--- src/rtl/load_store_unit_if.sv ---
// Memory bus between the load/store unit (master) and the data memory or fabric (slave).
// The master registers all request fields and holds them stable while the request is pending.
interface load_store_unit_if;
    logic        BusReq;
    logic        BusWe;
    logic [31:0] BusAddr;
    logic [3:0]  BusBe;
    logic [31:0] BusWData;
    logic [31:0] BusRData;
    logic        BusReady;

    modport master (
        output BusReq, BusWe, BusAddr, BusBe, BusWData,
        input  BusRData, BusReady
    );

    modport slave (
        input  BusReq, BusWe, BusAddr, BusBe, BusWData,
        output BusRData, BusReady
    );
endinterface

--- src/rtl/load_store_unit.sv ---
// Memory-access stage: turns a held load/store into one registered req/ready bus transaction,
// steers byte/halfword lanes, extends load data and stalls the core until the access completes.
module load_store_unit #(
    parameter int TIMEOUT_CYCLES = 16,
    parameter int TO_W           = 5
) (
    input  logic                      clk,
    input  logic                      reset,
    input  logic                      MemRead,
    input  logic                      MemWrite,
    input  logic [2:0]                Funct3,
    input  logic [31:0]               ALUResult,
    input  logic [31:0]               WriteData,
    output logic [31:0]               ReadData,
    output logic                      Stall,
    output logic                      Fault,
    output logic [1:0]                FaultCode,
    load_store_unit_if.master         bus
);

    typedef enum logic [1:0] {IDLE, REQ, DONE} state_t;

    localparam logic [1:0] FC_NONE = 2'b00;
    localparam logic [1:0] FC_MIS  = 2'b01;
    localparam logic [1:0] FC_ILL  = 2'b10;
    localparam logic [1:0] FC_TO   = 2'b11;
    localparam logic [TO_W-1:0] TO_LAST = TO_W'(TIMEOUT_CYCLES - 1);

    state_t          state_q, state_d;
    logic [TO_W-1:0] to_cnt_q;
    logic            req_q, we_q;
    logic [31:0]     addr_q, wdata_q, rdata_q;
    logic [3:0]      be_q;
    logic [1:0]      fcode_q, lsb_q;
    logic [2:0]      f3_q;

    logic            is_mem, illegal, misaligned;
    logic [3:0]      be_n;
    logic [31:0]     wdata_n;
    logic [7:0]      byte_sel;
    logic [15:0]     half_sel;
    logic [31:0]     load_ext;

    // Request decode from the held instruction fields.
    // NOTE: every signal assigned in always_comb gets a default first so no latch is inferred.
    always_comb begin
        is_mem     = MemRead | MemWrite;
        illegal    = 1'b0;
        misaligned = 1'b0;
        be_n       = 4'b0000;
        wdata_n    = 32'h0;

        if (MemRead && MemWrite)
            illegal = 1'b1;
        else if (MemWrite)
            illegal = !(Funct3 inside {3'b000, 3'b001, 3'b010});
        else
            illegal = !(Funct3 inside {3'b000, 3'b001, 3'b010, 3'b100, 3'b101});

        case (Funct3[1:0])
            2'b00: begin
                be_n    = 4'b0001 << ALUResult[1:0];
                wdata_n = {4{WriteData[7:0]}};
            end
            2'b01: begin
                misaligned = ALUResult[0];
                be_n       = ALUResult[1] ? 4'b1100 : 4'b0011;
                wdata_n    = {2{WriteData[15:0]}};
            end
            2'b10: begin
                misaligned = (ALUResult[1:0] != 2'b00);
                be_n       = 4'b1111;
                wdata_n    = WriteData;
            end
            default: ;
        endcase
    end

    always_comb begin
        state_d = state_q;
        case (state_q)
            IDLE:    if (is_mem) state_d = (illegal || misaligned) ? DONE : REQ;
            REQ:     if (bus.BusReady || to_cnt_q == TO_LAST) state_d = DONE;
            DONE:    state_d = IDLE;
            default: state_d = IDLE;
        endcase
    end

    // NOTE: sequential state uses non-blocking assignments so every register samples pre-edge values.
    always_ff @(posedge clk or negedge reset) begin
        if (!reset) begin
            state_q  <= IDLE;
            to_cnt_q <= '0;
            req_q    <= 1'b0;
            we_q     <= 1'b0;
            addr_q   <= 32'h0;
            be_q     <= 4'b0000;
            wdata_q  <= 32'h0;
            rdata_q  <= 32'h0;
            fcode_q  <= FC_NONE;
            lsb_q    <= 2'b00;
            f3_q     <= 3'b000;
        end else begin
            state_q <= state_d;
            case (state_q)
                IDLE: begin
                    if (is_mem) begin
                        f3_q  <= Funct3;
                        lsb_q <= ALUResult[1:0];
                        if (illegal)
                            fcode_q <= FC_ILL;
                        else if (misaligned)
                            fcode_q <= FC_MIS;
                        else begin
                            req_q   <= 1'b1;
                            we_q    <= MemWrite;
                            addr_q  <= {ALUResult[31:2], 2'b00};
                            be_q    <= be_n;
                            wdata_q <= wdata_n;
                        end
                    end
                end
                REQ: begin
                    if (bus.BusReady) begin
                        rdata_q <= bus.BusRData;
                        req_q   <= 1'b0;
                        we_q    <= 1'b0;
                        be_q    <= 4'b0000;
                    end else if (to_cnt_q == TO_LAST) begin
                        rdata_q <= 32'h0;
                        req_q   <= 1'b0;
                        we_q    <= 1'b0;
                        be_q    <= 4'b0000;
                        fcode_q <= FC_TO;
                    end else begin
                        to_cnt_q <= to_cnt_q + 1'b1;
                    end
                end
                DONE: begin
                    to_cnt_q <= '0;
                    fcode_q  <= FC_NONE;
                end
                default: ;
            endcase
        end
    end

    // Lane select and extension of the captured word, using the address/size latched at issue.
    always_comb begin
        case (lsb_q)
            2'b00:   byte_sel = rdata_q[7:0];
            2'b01:   byte_sel = rdata_q[15:8];
            2'b10:   byte_sel = rdata_q[23:16];
            default: byte_sel = rdata_q[31:24];
        endcase
        half_sel = lsb_q[1] ? rdata_q[31:16] : rdata_q[15:0];

        case (f3_q)
            3'b000:  load_ext = {{24{byte_sel[7]}}, byte_sel};
            3'b100:  load_ext = {24'h0, byte_sel};
            3'b001:  load_ext = {{16{half_sel[15]}}, half_sel};
            3'b101:  load_ext = {16'h0, half_sel};
            3'b010:  load_ext = rdata_q;
            default: load_ext = 32'h0;
        endcase
    end

    assign Stall     = is_mem && (state_q != DONE);
    assign Fault     = (state_q == DONE) && (fcode_q != FC_NONE);
    assign FaultCode = (state_q == DONE) ? fcode_q : FC_NONE;
    assign ReadData  = ((state_q == DONE) && (fcode_q == FC_NONE)) ? load_ext : 32'h0;

    assign bus.BusReq   = req_q;
    assign bus.BusWe    = we_q;
    assign bus.BusAddr  = addr_q;
    assign bus.BusBe    = be_q;
    assign bus.BusWData = wdata_q;

endmodule

--- src/flat_wrapper.sv ---
// flat-port wrapper written by rule: the top's interface ports become plain ports
module load_store_unit_flat 
#(
    parameter int TIMEOUT_CYCLES = 16,
    parameter int TO_W           = 5
)
  (clk, reset, MemRead, MemWrite, Funct3, ALUResult, WriteData, ReadData, Stall, Fault, FaultCode, bus_BusReq, bus_BusWe, bus_BusAddr, bus_BusBe, bus_BusWData, bus_BusRData, bus_BusReady);
  load_store_unit_if bus_i ();
  input  logic clk;
  input  logic reset;
  input  logic MemRead;
  input  logic MemWrite;
  input  logic [2:0] Funct3;
  input  logic [31:0] ALUResult;
  input  logic [31:0] WriteData;
  output logic [31:0] ReadData;
  output logic Stall;
  output logic Fault;
  output logic [1:0] FaultCode;
  output wire logic [$bits(bus_i.BusReq)-1:0] bus_BusReq;
  output wire logic [$bits(bus_i.BusWe)-1:0] bus_BusWe;
  output wire logic [$bits(bus_i.BusAddr)-1:0] bus_BusAddr;
  output wire logic [$bits(bus_i.BusBe)-1:0] bus_BusBe;
  output wire logic [$bits(bus_i.BusWData)-1:0] bus_BusWData;
  input wire logic [$bits(bus_i.BusRData)-1:0] bus_BusRData;
  input wire logic [$bits(bus_i.BusReady)-1:0] bus_BusReady;
  assign bus_BusReq = bus_i.BusReq;
  assign bus_BusWe = bus_i.BusWe;
  assign bus_BusAddr = bus_i.BusAddr;
  assign bus_BusBe = bus_i.BusBe;
  assign bus_BusWData = bus_i.BusWData;
  assign bus_i.BusRData = bus_BusRData;
  assign bus_i.BusReady = bus_BusReady;
  load_store_unit #(.TIMEOUT_CYCLES(TIMEOUT_CYCLES), .TO_W(TO_W)) u_core (.clk(clk), .reset(reset), .MemRead(MemRead), .MemWrite(MemWrite), .Funct3(Funct3), .ALUResult(ALUResult), .WriteData(WriteData), .ReadData(ReadData), .Stall(Stall), .Fault(Fault), .FaultCode(FaultCode), .bus(bus_i));
endmodule
--- config.mk ---
export PLATFORM = sky130hd
export DESIGN_NAME = load_store_unit_flat
export DESIGN_NICKNAME = d
export VERILOG_FILES = /design/src/rtl/load_store_unit_if.sv /design/src/rtl/load_store_unit.sv /design/src/flat_wrapper.sv
export SDC_FILE = /design/constraint.sdc
export NUM_CORES = 1
export LEC_CHECK = 0
export CELL_PAD_IN_SITES_DETAIL_PLACEMENT = 0
export CELL_PAD_IN_SITES_GLOBAL_PLACEMENT = 2
export CORE_UTILIZATION = 27
export DETAILED_ROUTE_END_ITERATION = 10
export PLACE_DENSITY = 0.86
export SKIP_CTS_REPAIR_TIMING = 1
export SYNTH_ARGS = -nofsm -noshare
export SYNTH_HDL_FRONTEND = slang
export SYNTH_SLANG_ARGS = --single-unit
export TNS_END_PERCENT = 30
--- constraint.sdc ---
create_clock -name clk -period 2.3 [get_ports clk]
set_input_delay 0.23 -clock clk [delete_from_list [all_inputs] [get_ports clk]]
set_output_delay 0.23 -clock clk [all_outputs]
set_load 0.005 [all_outputs]
[Yosys cells after proc, flatten, opt, wreduce, memory -nomap -nowiden]
Cells that the tools add are included.
Storage, ports and cells
  flip-flop bits (word level): 114
  bits of input ports: 104
  word-level logic and storage cells: 112
Operators by class
  $add $sub $neg: 1
  equal/unequal tests: 25
  shifts and indexed selects: 1
  muxes and demuxes: 42
  bitwise gates (word level): 3
  reduce and logical (&&, ||, !) cells: 29
Operators by type and width (count)
  one-hot mux 32 bit (5 select lines): 1
  2-to-1 mux 32 bit: 3
  one-hot mux 32 bit (3 select lines): 1
  2-to-1 mux 4 bit: 6
  one-hot mux 8 bit (3 select lines): 1
  2-to-1 mux 2 bit: 9
  2-to-1 mux 16 bit: 1
  == test 3 bit, second input constant: 4
  one-hot mux 4 bit (3 select lines): 1
  2-to-1 mux 1 bit: 10
  2-to-1 mux 5 bit: 2
  != test 2 bit, second input constant: 5
  one-hot mux 5 bit (2 select lines): 1
  AND reduction 5 bit: 2
  nonzero test 2 bit: 5
  zero test 2 bit: 4
  one-hot mux 4 bit (2 select lines): 1
  == test 2 x 1 -> 1 bit, second input constant: 3
  == test 2 bit, second input constant: 3
  == test 3 x 1 -> 1 bit, second input constant: 2
  == test 3 x 2 -> 1 bit, second input constant: 2
  zero test 3 bit: 2
  != test 2 x 1 -> 1 bit, second input constant: 3
  one-hot mux 1 bit (2 select lines): 3
  17 further kinds: 26

[Logic depth before layout (Yosys ltp)]
  depth after elaboration: 9
  gate-level depth with buffers: 9

[Worst setup path before layout]
Ideal clock, no wire load.
  path kind: register -> register
  start: register u_core.to_cnt_q[0]
  end: register u_core.rdata_q[0]
  arrival time: 2.021 ns
  setup slack: 0.213 ns
  stages on the path, launching flop included: 9
  path buffers: 2
  period minus slack after synthesis: 2.087 ns
  cell sequence: dfrtp_1 > ha_1 > and3_1 > ha_1 > or2_2 > clkbuf_1 > nand2_1 > clkbuf_1 > a22o_1
On the way
  longest elaborated chain between the ends: 3
RTL lines
  start, declared: RTL line load_store_unit.sv:30  | logic [TO_W-1:0] to_cnt_q;
  start signal, assigned: RTL line load_store_unit.sv:136  | to_cnt_q <= to_cnt_q + 1'b1;
  == test 5 x 4 -> 1 bit: RTL line load_store_unit.sv:129  | end else if (to_cnt_q == TO_LAST) begin
  nonzero test 2 bit (no source line)
  AND reduction 2 bit (no source line)
  end signal, assigned: RTL line load_store_unit.sv:125  | rdata_q <= bus.BusRData;
  end, declared: RTL line load_store_unit.sv:32  | logic [31:0] addr_q, wdata_q, rdata_q;
Every way passes these cells.
A chain may end at the register's enable or synchronous reset.

[Worst setup path in the final report]
  start: register u_core.lsb_q[0]
  end: output ReadData[27]
On the way
  longest elaborated chain between the ends: 4
  elaborated cells between the ends (all ways): 6
  classes of those cells: eq/ne: 2; mux: 3; reduce/logical: 1
RTL lines
  start, declared: RTL line load_store_unit.sv:34  | logic [1:0] fcode_q, lsb_q;
  start signal, assigned: RTL line load_store_unit.sv:109  | lsb_q <= ALUResult[1:0];
  == test 2 bit, or another cell as far along: RTL line load_store_unit.sv:150  | case (lsb_q)
  one-hot mux 8 bit (3 select lines) *: RTL line load_store_unit.sv:150
  one-hot mux 32 bit (5 select lines) *: RTL line load_store_unit.sv:158  | case (f3_q)
  2-to-1 mux 32 bit *: RTL line load_store_unit.sv:171  | assign ReadData = ((state_q == DONE) && (fcode_q == FC_NONE)) ? load_ext : 32'h0;
  end, declared: RTL line flat_wrapper.sv:16  | output logic [31:0] ReadData;
Every way passes the cells marked *; elsewhere a longest branch is shown, timed or not.

==> key figures <==
Hold path
  • Tightest Hold Check Type: in2async

Final layout
  • # diodes: 0
  • Share of layout cells above drive strength 1: 0.1772
  • Post-Layout Cell Count: 1049
  • Fillers: 1921
  • Register area: 2856 sq um
  • Final nets: 881
  • Area Overhead vs Synth: 59.28%
  • Area of the multi-input gates: 2517 sq um

Timing
  • Part of the cycle the worst path needs: 1.094
  • Final Skew: 0.01041 ns
  • RSZ-0062 raised after global routing: true
  • Setup tns final: -1.574 ns
  • Fin Hold WS: 0.3168 ns
  • Slew headroom: 0.5460
  • Max Clk Rate: 0.3975 GHz
  • Tmin final: 2.516 ns
  • Setup Viol. Count Final: 13
  • Final hold vios: 0
  • Worst Max-Slew Pin Slew: 0.6785 ns
  • Fin. max-slew vios: 0
  • Setup slack after layout: -0.2159 ns

Power
  • Clock share of power: 0.230
  • Switching power: 3.695 mW
  • Switching Fraction: 0.3311
  • Cell Pwr Density: 1251 nW/um^2
  • Reg power frac: 0.333
  • Logic pwr share: 0.437
  • Internal: 7.464 mW
  • Tot Pwr: 11.16 mW
  • Peak supply drop: 0.5857 mV
  • LEAKAGE: 3.960 nW

Die
  • Initial Utilization: 0.2758
  • Core area: 20300 sq um
  • Num rows: 52
  • Die footprint: 21320 sq um
  • Chip height: 146.0 um
  • IO Count: 210
  • Chip Width: 146.0 um

Detailed routing
  • DR pass1 iterations: 5
  • Vias: 5175
  • Post-route ant nets: 0
  • 1st-iter DRT viols: 279
  • Via/cell ratio: 4.933
  • WL final: 18560 um
  • DRC Markers: 0
  • WL/cell: 17.70 um

Setup path
  • Critical Path Slowest Stage Cell: clkdlybuf4s50_1
  • Crit Path Max Fanout: 11
  • Required @ worst endpoint: 2.07 ns
  • Largest stage delay on the critical path: 0.54 ns
  • Kind of cell adding the most delay to the critical path: buffers and inverters
  • Crit path kind: reg2out
  • Crit end category: primary output
  • CP Cell Sequence: buf_12 > o21ai_1 > o311ai_4 > buf_6 > a21oi_1 > clkdlybuf4s50_1
  • Startpoint Class: flip-flop
  • Arrival time worst endpoint: 2.29 ns
  • Buf/Inv on CP: 3

GRT
  • Grt total ovfl: 0
  • Total Routing Usage GR: 0.1746
  • First-pass GRT wire length: 29230 um
  • Vias in the first global route: 5331
  • Antenna violations before repair: 0
  • Pin count of the biggest net entering global routing: 63

Synth
  • Post-synthesis cell area: 5599 sq um
  • Avg Cell Area, Syn: 10.56 sq um
  • Yosys warns: 0
  • #FFs+latches synth: 114
  • Yosys cell types: 44
  • Register area share after synthesis: 0.5095
  • Cells after Synth: 530

Clock network
  • CTS tree: done
  • CTS max path bufs: 2
  • CTS buffer count: 17
  • Clk Latency, worst-skew pair: 0.41 ns
  • Worst-path clk slew: 0.06 ns
  • Clock sink count: 114
  • Root buffer cell: clkbuf_16
  • H-tree depth: 4

Place
  • Post-DP HPWL: 13470 um
  • Routability cong.: 0.8261
  • Port bufs: 207
  • Inst Count DP: 1014

Job
  • # Max-Cap Violations: 0

Outcome
  • Status: finished with violations
  • Failing checks: setup timing
==> placed cells by master, fill, tap and decap left out, drive strengths merged, types with 7 or more instances in the layout <==
master / Yosys / final
ha: 10 / 10
nor2: 56 / 56
dlymetal6s2s: 0 / 19
inv: 19 / 20
a222oi: 7 / 7
a22oi: 26 / 26
buf: 17 / 48
dfrtp: 114 / 114
nand3: 10 / 10
a21oi: 72 / 72
clkbuf: 21 / 19
mux2: 34 / 34
clkdlybuf4s50: 0 / 186
a22o: 38 / 38
o21ai: 27 / 27
nand2: 30 / 30
mux4: 7 / 7
==> registers in the layout, indices dropped and copies added (netlist names) <==
signal               cells
u_core.lsb_q             2
u_core.state_q           2
u_core.bus.BusAddr      30
u_core.bus.BusReq        1
u_core.bus.BusWe         1
u_core.rdata_q          32
u_core.bus.BusWData     32
u_core.fcode_q           2
u_core.f3_q              3
u_core.to_cnt_q          5
u_core.bus.BusBe         4
==> per-stage QoR <==
step                area (sq um)  worst slack (ns)    util
CTS                         8785           -0.3535  0.4328
finish                      8919           -0.2159  0.4393
floorplan                   5603            0.2130       -
global route                8919           -0.3029  0.4393
detailed placement          8217           -0.2592  0.4048
global placement            8217           -0.1617  0.4048
==> power groups by stage <==
stage	logic [mW]	clock network [mW]	registers (mW)
after global routing	5.29	2.72	3.85
after CTS	4.78	2.62	3.71
after global placement	4.66	0	3.68
final	4.88	2.56	3.72
after floorplan	2.20	0	3.58
after detailed placement	4.74	0	3.72
==> cells by family after synthesis <==
logic type / Yosys count / synth area share
AO/OA/AOI/OAI: 184 / 0.2194
adder cells (fa/ha/maj): 10 / 0.02235
buffers and inverters: 57 / 0.04827
flip-flops: 114 / 0.5095
multiplexers: 44 / 0.1019
other: 1 / 0.0006697
AND/OR/NAND/NOR: 120 / 0.09788
==> path summary, 6_finish.rpt <==
kind,startpoint,end,slack (ns),cells after the start
max,u_core.lsb_q[0],ReadData[27],-0.22,6
min,reset,u_core.to_cnt_q[3],0.32,2
max reg2reg,u_core.to_cnt_q[0],u_core.to_cnt_q[3],0.23,8
min reg2reg,u_core.bus.BusAddr[9],u_core.bus.BusAddr[9],0.50,1
max in group asynchronous,reset,u_core.bus.BusWData[14],1.25,3
min in group clk,bus_BusRData[8],u_core.rdata_q[8],0.42,2
==> synth_stat cells (all sizes together) <==
master | n | area share
dfrtp | 114 | 0.51
a21oi | 72 | 0.064
nor2 | 56 | 0.038
a22o | 38 | 0.059
mux2 | 34 | 0.068
nand2 | 30 | 0.020
o21ai | 27 | 0.024
a22oi | 26 | 0.035
clkbuf | 21 | 0.014
inv | 19 | 0.013
buf | 17 | 0.021
ha | 10 | 0.022
nand3 | 10 | 0.0089
a222oi | 7 | 0.013
mux4 | 7 | 0.028
nor2b | 5 | 0.0056
or2 | 4 | 0.0045
and2 | 3 | 0.0034
mux2i | 3 | 0.0054
nand2b | 3 | 0.0034
nor3 | 3 | 0.0056
a32o | 2 | 0.0036
and3 | 2 | 0.0022
nand4 | 2 | 0.0022
nor3b | 2 | 0.0045
o21bai | 2 | 0.0027
a21boi | 1 | 0.0013
a21o | 1 | 0.0013
a31oi | 1 | 0.0011
conb | 1 | 0.00067
o211a | 1 | 0.0018
o211ai | 1 | 0.0013
o22a | 1 | 0.0016
o22ai | 1 | 0.0011
o311ai | 1 | 0.0029
o31a | 1 | 0.0016
o31ai | 1 | 0.0038
==> cell type report <==
class / instances / area share
inverter: 19 / 0.008277
clock buffer: 18 / 0.04812
tap: 270 / 0.03788
clock inverter: 13 / 0.01557
timing repair buffer: 255 / 0.2876
multi-input combinational: 360 / 0.2823
sequential: 114 / 0.3203
==> routing by layer <==
layer / part of all wire / global-route usage / up-vias
met5: 0 / 0 / -
li1: - / - / 2408
met3: 0.093 / 0.05831 / 19
met2: 0.47 / 0.2806 / 218
met1: 0.42 / 0.2220 / 2530
met4: 0.015 / 0.05365 / 0
Power figures use the tool's default switching activity.
